### src/rtl/hdmi_tmds_enc_mc.sv
// NUM_CH-lane TMDS encoder (video/control/guard/TERC4), 2 ce-cycle latency; all state holds while ce=0, no other backpressure.
// Optional HDMI_TERC4_EN builds the TERC4 data-island table; without it mode 2 is encoded as CTRL from the lane's ctrl bits.
module hdmi_tmds_enc_mc #(
  parameter int NUM_CH = 3,
  parameter int DISP_W = 5
) (
  input  logic                   clk,
  input  logic                   rst,
  input  logic                   ce,
  input  logic [1:0]             mode,
  input  logic [NUM_CH*8-1:0]    data,
  input  logic [NUM_CH*2-1:0]    ctrl,
  input  logic [NUM_CH*4-1:0]    terc4,
  output logic [NUM_CH*10-1:0]   enc,
  output logic                   enc_vld
);

  typedef enum logic [1:0] {
    M_CTRL   = 2'd0,
    M_VIDEO  = 2'd1,
    M_ISLAND = 2'd2,
    M_GUARD  = 2'd3
  } mode_e;

  localparam logic [9:0]        CTRL0      = 10'b1101010100;
  localparam logic [9:0]        GUARD_EVEN = 10'b1011001100;
  localparam logic [9:0]        GUARD_ODD  = 10'b0100110011;
  localparam logic [DISP_W-1:0] TWO        = DISP_W'(2);
  localparam logic [DISP_W-1:0] EIGHT      = DISP_W'(8);

  function automatic logic [3:0] ones8(input logic [7:0] v);
    logic [3:0] n;
    n = 4'd0;
    for (int k = 0; k < 8; k++) n = n + {3'd0, v[k]};
    return n;
  endfunction

  // Transition-minimising stage: q_m[8]=1 marks the XOR chain, 0 the XNOR chain.
  function automatic logic [8:0] tmds_qm(input logic [7:0] d);
    logic [3:0] n1;
    logic       use_xnor;
    logic [8:0] q;
    n1       = ones8(d);
    use_xnor = (n1 > 4'd4) || (n1 == 4'd4 && !d[0]);
    q        = 9'd0;
    q[0]     = d[0];
    for (int k = 1; k < 8; k++) q[k] = use_xnor ? ~(q[k-1] ^ d[k]) : (q[k-1] ^ d[k]);
    q[8]     = ~use_xnor;
    return q;
  endfunction

  function automatic logic [9:0] ctrl_sym(input logic [1:0] c);
    logic [9:0] s;
    case (c)
      2'd0:    s = 10'b1101010100;
      2'd1:    s = 10'b0010101011;
      2'd2:    s = 10'b0101010100;
      default: s = 10'b1010101011;
    endcase
    return s;
  endfunction

`ifdef HDMI_TERC4_EN
  function automatic logic [9:0] terc4_sym(input logic [3:0] t);
    logic [9:0] s;
    case (t)
      4'h0:    s = 10'b1010011100;
      4'h1:    s = 10'b1001100011;
      4'h2:    s = 10'b1011100100;
      4'h3:    s = 10'b1011100010;
      4'h4:    s = 10'b0101110001;
      4'h5:    s = 10'b0100011110;
      4'h6:    s = 10'b0110001110;
      4'h7:    s = 10'b0100111100;
      4'h8:    s = 10'b1011001100;
      4'h9:    s = 10'b0100111001;
      4'hA:    s = 10'b0110011100;
      4'hB:    s = 10'b1011000110;
      4'hC:    s = 10'b1010001110;
      4'hD:    s = 10'b1001110001;
      4'hE:    s = 10'b0101100011;
      default: s = 10'b1011000011;
    endcase
    return s;
  endfunction
`else
  logic unused_terc4;
  assign unused_terc4 = ^terc4;
`endif

  // DC-balancing stage. Disparity is two's complement in DISP_W bits; modular
  // arithmetic gives the same bits as signed arithmetic. Returns {symbol, new cnt}.
  function automatic logic [10+DISP_W-1:0] tmds_video(input logic [8:0]        qm,
                                                      input logic [3:0]        n1q,
                                                      input logic [DISP_W-1:0] cnt_in);
    logic [DISP_W-1:0] diff;
    logic [DISP_W-1:0] cnt_out;
    logic [9:0]        sym;
    logic              cnt_neg;
    logic              cnt_pos;
    diff    = DISP_W'({n1q, 1'b0}) - EIGHT;
    cnt_neg = cnt_in[DISP_W-1];
    cnt_pos = !cnt_neg && (cnt_in != '0);
    if (cnt_in == '0 || n1q == 4'd4) begin
      sym     = {~qm[8], qm[8], qm[8] ? qm[7:0] : ~qm[7:0]};
      cnt_out = qm[8] ? cnt_in + diff : cnt_in - diff;
    end else if ((cnt_pos && n1q > 4'd4) || (cnt_neg && n1q < 4'd4)) begin
      sym     = {1'b1, qm[8], ~qm[7:0]};
      cnt_out = cnt_in + (qm[8] ? TWO : '0) - diff;
    end else begin
      sym     = {1'b0, qm[8], qm[7:0]};
      cnt_out = cnt_in - (qm[8] ? '0 : TWO) + diff;
    end
    return {sym, cnt_out};
  endfunction

  // Stage 1 registers
  logic              s1_vld;
  mode_e             s1_mode;
  logic [8:0]        s1_qm    [NUM_CH];
  logic [3:0]        s1_n1q   [NUM_CH];
  logic [1:0]        s1_ctrl  [NUM_CH];
`ifdef HDMI_TERC4_EN
  logic [3:0]        s1_terc4 [NUM_CH];
`endif

  // Stage 2 registers
  logic [9:0]        enc_q    [NUM_CH];
  logic [DISP_W-1:0] cnt      [NUM_CH];

  logic [8:0]        qm_c     [NUM_CH];
  logic [9:0]        enc_n    [NUM_CH];
  logic [DISP_W-1:0] cnt_n    [NUM_CH];

  always_comb begin
    for (int i = 0; i < NUM_CH; i++) begin
      qm_c[i] = tmds_qm(data[i*8 +: 8]);
    end
  end

  // Every non-video symbol clears the lane disparity, so video restarts balanced after blanking.
  always_comb begin
    for (int i = 0; i < NUM_CH; i++) begin
      enc_n[i] = CTRL0;
      cnt_n[i] = '0;
      case (s1_mode)
        M_VIDEO:  {enc_n[i], cnt_n[i]} = tmds_video(s1_qm[i], s1_n1q[i], cnt[i]);
`ifdef HDMI_TERC4_EN
        M_ISLAND: enc_n[i] = terc4_sym(s1_terc4[i]);
`endif
        M_GUARD:  enc_n[i] = (i % 2 == 0) ? GUARD_EVEN : GUARD_ODD;
        default:  enc_n[i] = ctrl_sym(s1_ctrl[i]);
      endcase
    end
  end

  always_ff @(posedge clk) begin
    if (rst) begin
      s1_vld  <= 1'b0;
      s1_mode <= M_CTRL;
      enc_vld <= 1'b0;
      for (int i = 0; i < NUM_CH; i++) begin
        s1_qm[i]    <= '0;
        s1_n1q[i]   <= '0;
        s1_ctrl[i]  <= '0;
`ifdef HDMI_TERC4_EN
        s1_terc4[i] <= '0;
`endif
        enc_q[i]    <= CTRL0;
        cnt[i]      <= '0;
      end
    end else if (ce) begin
      s1_vld  <= 1'b1;
      s1_mode <= mode_e'(mode);
      enc_vld <= s1_vld;
      for (int i = 0; i < NUM_CH; i++) begin
        s1_qm[i]    <= qm_c[i];
        s1_n1q[i]   <= ones8(qm_c[i][7:0]);
        s1_ctrl[i]  <= ctrl[i*2 +: 2];
`ifdef HDMI_TERC4_EN
        s1_terc4[i] <= terc4[i*4 +: 4];
`endif
        enc_q[i]    <= enc_n[i];
        cnt[i]      <= cnt_n[i];
      end
    end
  end

  for (genvar g = 0; g < NUM_CH; g++) begin : g_lane_out
    assign enc[g*10 +: 10] = enc_q[g];
  end

endmodule

### config.mk
export PLATFORM = sky130hd
export DESIGN_NAME = hdmi_tmds_enc_mc
export DESIGN_NICKNAME = d
export VERILOG_FILES = /design/src/rtl/hdmi_tmds_enc_mc.sv
export SDC_FILE = /design/constraint.sdc
export NUM_CORES = 1
export LEC_CHECK = 0
export ABC_AREA = 1
export ABC_CLOCK_PERIOD_IN_PS = 12200
export BUFFER_PORTS_ARGS = -buffer_cell sky130_fd_sc_hd__buf_2
export CORE_MARGIN = 1.5
export CORE_UTILIZATION = 50
export DETAILED_ROUTE_END_ITERATION = 7
export PLACE_DENSITY = 0.71
export RECOVER_POWER = 50
export REMOVE_ABC_BUFFERS = 1
export SLEW_MARGIN = 20
export SYNTH_ARGS = -nofsm -noshare
export SYNTH_HDL_FRONTEND = slang
export SYNTH_SLANG_ARGS = --single-unit
### constraint.sdc
create_clock -name clk -period 12.2 [get_ports clk]
set_clock_uncertainty 0.1 [all_clocks]
set_input_delay 1.83 -clock clk [delete_from_list [all_inputs] [get_ports clk]]
set_output_delay 1.83 -clock clk [all_outputs]
set_load 0.005 [all_outputs]
# After elaboration in Yosys (flattened, before gate mapping)
# Memory sizes are Yosys's and may differ from the RTL's.
# Cells that the tools add are included.
word_totals:
  register_bits: 4
  ram_bits: 90
  inputBits: 47
  out_inout_bits: 31
  mem_count: 5
classes:
  addsub: 63
  n_lt_le_gt_ge: 9
  eq_ne: 14
  mux: 74
  bitwise: 66
  n_reduce_logical: 36
memory_table:
  columns: ["memory", "words", "word_bits", "rd", "rd_clocked_by_memory_dff", "write_ports", "line", "text"]
  rows:
  - ["enc_q", 3, 10, 3, 0, 3, "128", "logic [9:0] enc_q [NUM_CH];"]
  - ["s1_qm", 3, 9, 3, 0, 3, "120", "logic [8:0] s1_qm [NUM_CH];"]
  - ["cnt", 3, 5, 3, 0, 3, "129", "logic [DISP_W-1:0] cnt [NUM_CH];"]
  - ["s1_n1q", 3, 4, 3, 0, 3, "121", "logic [3:0] s1_n1q [NUM_CH];"]
  - ["s1_ctrl", 3, 2, 3, 0, 3, "122", "logic [1:0] s1_ctrl [NUM_CH];"]
ops:
  columns: ["op", "count"]
  rows:
  - ["4-bit by 1-bit adder with 4-bit output", 24]
  - ["10-bit 2-to-1 mux", 9]
  - ["10-bit one-hot mux with 3 select lines", 3]
  - ["5-bit 2-to-1 mux", 15]
  - ["10-bit one-hot mux with 2 select lines", 3]
  - ["5-bit adder", 6]
  - ["5-bit subtractor", 6]
  - ["9-bit 2-to-1 mux", 3]
  - ["1-bit NOT", 27]
  - ["1-bit 2-to-1 mux", 26]
  - ["3-bit by 1-bit adder with 4-bit output", 6]
  - ["4-bit by 3-bit equality test with 1-bit output, second input constant", 6]
  - ["4-bit by 3-bit greater-than comparator with 1-bit output, second input constant", 6]
  - ["8-bit 2-to-1 mux", 3]
  - ["8-bit NOT", 3]
  - ["1-bit bitwise XOR", 21]
  - ["2-bit by 1-bit adder with 3-bit output", 6]
  - ["2-bit 2-to-1 mux", 9]
  - ["5-bit by 2-bit adder with 5-bit output", 3]
  - ["5-bit logical NOT", 3]
  - ["1-bit bitwise OR", 15]
  - ["5-bit nonzero test", 3]
  - ["5-bit by 2-bit subtractor with 5-bit output", 3]
  - ["5-bit by 4-bit subtractor with 5-bit output, second input constant", 3]
  - ["other kinds (9)", 50]

# Logic depth before layout (Yosys ltp)
logic_depth:
  ltp_word: 31
  ltp_mapped: 28
  depth_no_buf: 28

# Worst setup path after synthesis
# Ideal clock, no wire load.
synth_timing:
  path_kind: "input-to-reg"
  startpoint: "in data[16]"
  endpoint: "mem s1_n1q[2][2], in the netlist s1_n1q[0][10], data pin"
  arrival_time_ns: 6.902
  required_time_ns: 11.841
  setup_slack_ns: 4.940
  cell_stages: 19
  path_buffers: 0
  path_cell_list: "inv_1 > fa_1 > fa_1 > fa_1 > inv_1 > ha_1 > fa_1 > o31ai_1 > o21ai_2 > xor2_1 > fa_1 > fa_1 > inv_1 > fa_1 > ha_1 > inv_1 > fa_1 > o21ai_0 > a21oi_1"
synth_rtl:
  columns: ["item", "line", "text"]
  rows:
  - ["start, declared", "11", "input logic [NUM_CH*8-1:0] data,"]
  - ["end, declared", "121", null]

==> results.md <==
- Cell with the most instances after synthesis: inv_1
- Clk pwr share: 0.156
- First-pass GRT wire length: 25,000 um
- Utilization after layout: 0.560
- Router iterations before antenna repair: 4
- Fill cells: 1,335
- Relative slew slack: -0.659
- Gr usage total: 0.193
- PostCTS Resize Cnt: 0
- Die height: 128 um
- Clk slew on worst S/H paths: 0.06 ns
- Count of warnings emitted by yosys: 0
- Max Slew Vio Count: 100
- Most frequently used flop master after synthesis: edfxtp_1
- DRT Wirelength: 14,900 um
- Sequential fraction of design power: 0.254
- Outcome: complete, but fails checks
- Placement-stage cell area: 0.00828 mm^2
- DR vias: 5,516
- Arr. time, crit path: 7.38 ns
- Max Clock Freq: 134 MHz
- Post-synth cell types: 50
- CP required: 12.09 ns
- Reg2Reg Depth: 10
- Synth async-reset ratio: 0
- TNS Setup: 0 ns
- FP Rows: 45
- FF-to-FF End: cnt[0][3]
- Avg Cell Area, Syn: 9.17 um^2
- Die footprint: 0.0163 mm^2
- DR vias/cell: 4.99
- Clock Tree Root: clkbuf_16
- VDD IR-drop max: 0.0868 mV
- Routed len/inst: 13.5 um
- Minimum clock period: 7.48 ns
- Antenna violations before repair: 0
- Layout cell share with drive strength beyond 1: 0.149
- Antenna diodes: 0
- Die width: 128 um
- Mapped Cells: 849
- Core Footprint: 0.0152 mm^2
- Initial Util: 0.512
- Number of flops mapped to enable cells by yosys: 90
- Vias in the first global route: 5,404
- Failing checks: capacitance limit, slew limit
- Sink Count: 94
- Buffers added on ports: 65
- Longest Clk Path Bufs: 2
- Pin count of the biggest net entering global routing: 57
- Post-DRT Antenna Nets: 0
- Hold path startpoint: enc_vld
- Share of the clock period used by the worst path: 0.613
- Largest area contributor in the netlist: edfxtp_1
- Startpoint Class: primary input
- Comb power frac: 0.590
- Area delta synth->final: 9.40%
- Largest cells by area after synthesis: edfxtp_1 (35%), ha_1 (12%), fa_1 (9.8%)
- HPWL Detailed: 11,600 um
- CTS H-tree depth: 3
- Share of the synthesized area in the top cell type: 0.347
- R2r setup slk: 8.17 ns
- Io pins: 78
- Final hold vios: 0
- Worst-Margin Slew: 2.49 ns
- Reg2reg start: s1_mode[0]
- Hold-fix buffers at CTS: 0
- Final Wtd Congestion: 0.834
- Final setup vio count: 0
- Power per cell area: 207 mW/mm^2
- Sw Pwr: 764 uW
- Hold Path Stages: 2
- Top cells by count, synth: inv_1 (151), nand2_1 (113), edfxtp_1 (90)
- Hold Path Class: reg2reg
- 1st-iter DRT viols: 277
- Mapped cell area: 0.00779 mm^2
- WS Path Type: in2reg
- Switch share: 0.434
- Post-CTS Setup Inserts: 0
- RSZ-0062 raised after global routing: false
- NumNets Final: 1,074
- Worst skew pair latency: 0.35 ns
- DR DRC count: 0
- Hold endpoint: enc_vld
- Cell-internal power: 998 uW
- CP Capture Type: flop
- Grt ovf: 0
- TritonCTS clock tree: built
- Num CTS Buffers: 9
- Total of max-cap violations: 2
- Crit Path Max Fanout: 5
- LEAKAGE: 4.02 nW
- Yosys reg bits: 94
- Post-Layout Inst Area: 0.00852 mm^2
- Post-synthesis sequential area ratio: 0.357
## per-layer routing
layer | vias up | wire length [um] | track usage
met5 | - | 0 | 0
met4 | 0 | 230 | 0.0595
met3 | 18 | 603 | 0.0321
met2 | 97 | 7330 | 0.332
met1 | 2552 | 6740 | 0.251
li1 | 2849 | - | -
## stage by stage
stage          power [mW]  cells  setup slack [ns]  hold WS (ns)
6_report             1.76   1106              4.72         0.357
3_5_place_dp         1.50   1090              4.45         0.340
4_1_cts              1.78   1106              4.81         0.355
5_1_grt              1.96   1106              4.45         0.384
3_3_place_gp         1.46   1090              4.51         0.336
2_1_floorplan        1.28    835              4.94         0.325
## area by class of cell
cell class | count | area, um^2 | share of cell area
Timing Repair Buffer | 67 | 310 | 0.0364
Clock buffer | 14 | 244 | 0.0286
Sequential cell | 94 | 2780 | 0.327
Tap cell | 188 | 235 | 0.0276
Clock inverter | 2 | 35.0 | 0.00411
Inverter | 177 | 671 | 0.0787
Multi-Input combinational cell | 564 | 4240 | 0.498
## cells in the final DEF, fill, tap and decap left out, types with 7 or more instances in the layout
master and instances:
inv_1 150, nand2_1 113, edfxtp_1 90, nor2_1 84, ha_1 76, buf_2 44, nand3_1 41, fa_1 38
o21ai_0 35, a21oi_1 30, xor2_1 28, clkbuf_1 26, nand2_2 23, inv_2 20, xnor2_1 14, clkbuf_16 9
o21ai_1 8, a21oi_2 8, nand3b_1 7
## worst max-delay path, stage by stage
cell and delay [ns]:
buf_2 0.09, inv_1 0.11, fa_1 0.59, fa_1 0.44
fa_1 0.50, inv_1 0.04, ha_1 0.20, fa_1 0.49
nor3_1 0.06, o21ai_2 0.33, xor2_1 0.34, fa_1 0.51
fa_1 0.51, inv_1 0.05, fa_1 0.47, ha_1 0.17
inv_1 0.06, fa_1 0.37, xor2_1 0.15, nor2_1 0.07
## flip-flops by register name, summed over array words and instances, names as in the netlist
register  cells
enc_q        30
s1_qm        27
cnt          15
s1_n1q       12
s1_ctrl       6
s1_mode       2
enc_vld       1
s1_vld        1
## how the worst max path moves through the flow
stage	end	start	slack (ns)
detailed placement	s1_n1q[0][2]	data[0]	4.45
CTS	s1_n1q[0][2]	data[0]	4.81
floorplan	s1_n1q[0][10]	data[16]	4.94
finish	s1_n1q[0][2]	data[0]	4.72
global route	s1_n1q[0][6]	data[8]	4.45
global placement	s1_n1q[0][2]	data[0]	4.51
## logic make-up (layout without fill, tap and decap cells)
logic type / after synthesis / after routing / synth area share
xor gates and xnor gates: 48 / 48 / 0.0598
DFF: 94 / 94 / 0.357
AOI/OAI and AO/OA: 114 / 114 / 0.0953
and+or+nand+nor: 288 / 288 / 0.171
adders and majority gates: 114 / 114 / 0.220
buffers and inverters: 191 / 260 / 0.0967
## power groups by stage
stage | logic (mW) | clock network [mW] | registers, mW
floorplan | 0.839 | 0 | 0.445
global placement | 1.01 | 0 | 0.452
detailed placement | 1.04 | 0 | 0.453
CTS | 1.05 | 0.279 | 0.447
global route | 1.21 | 0.289 | 0.453
finish | 1.04 | 0.276 | 0.447
(Power assumes the default switching activity.)
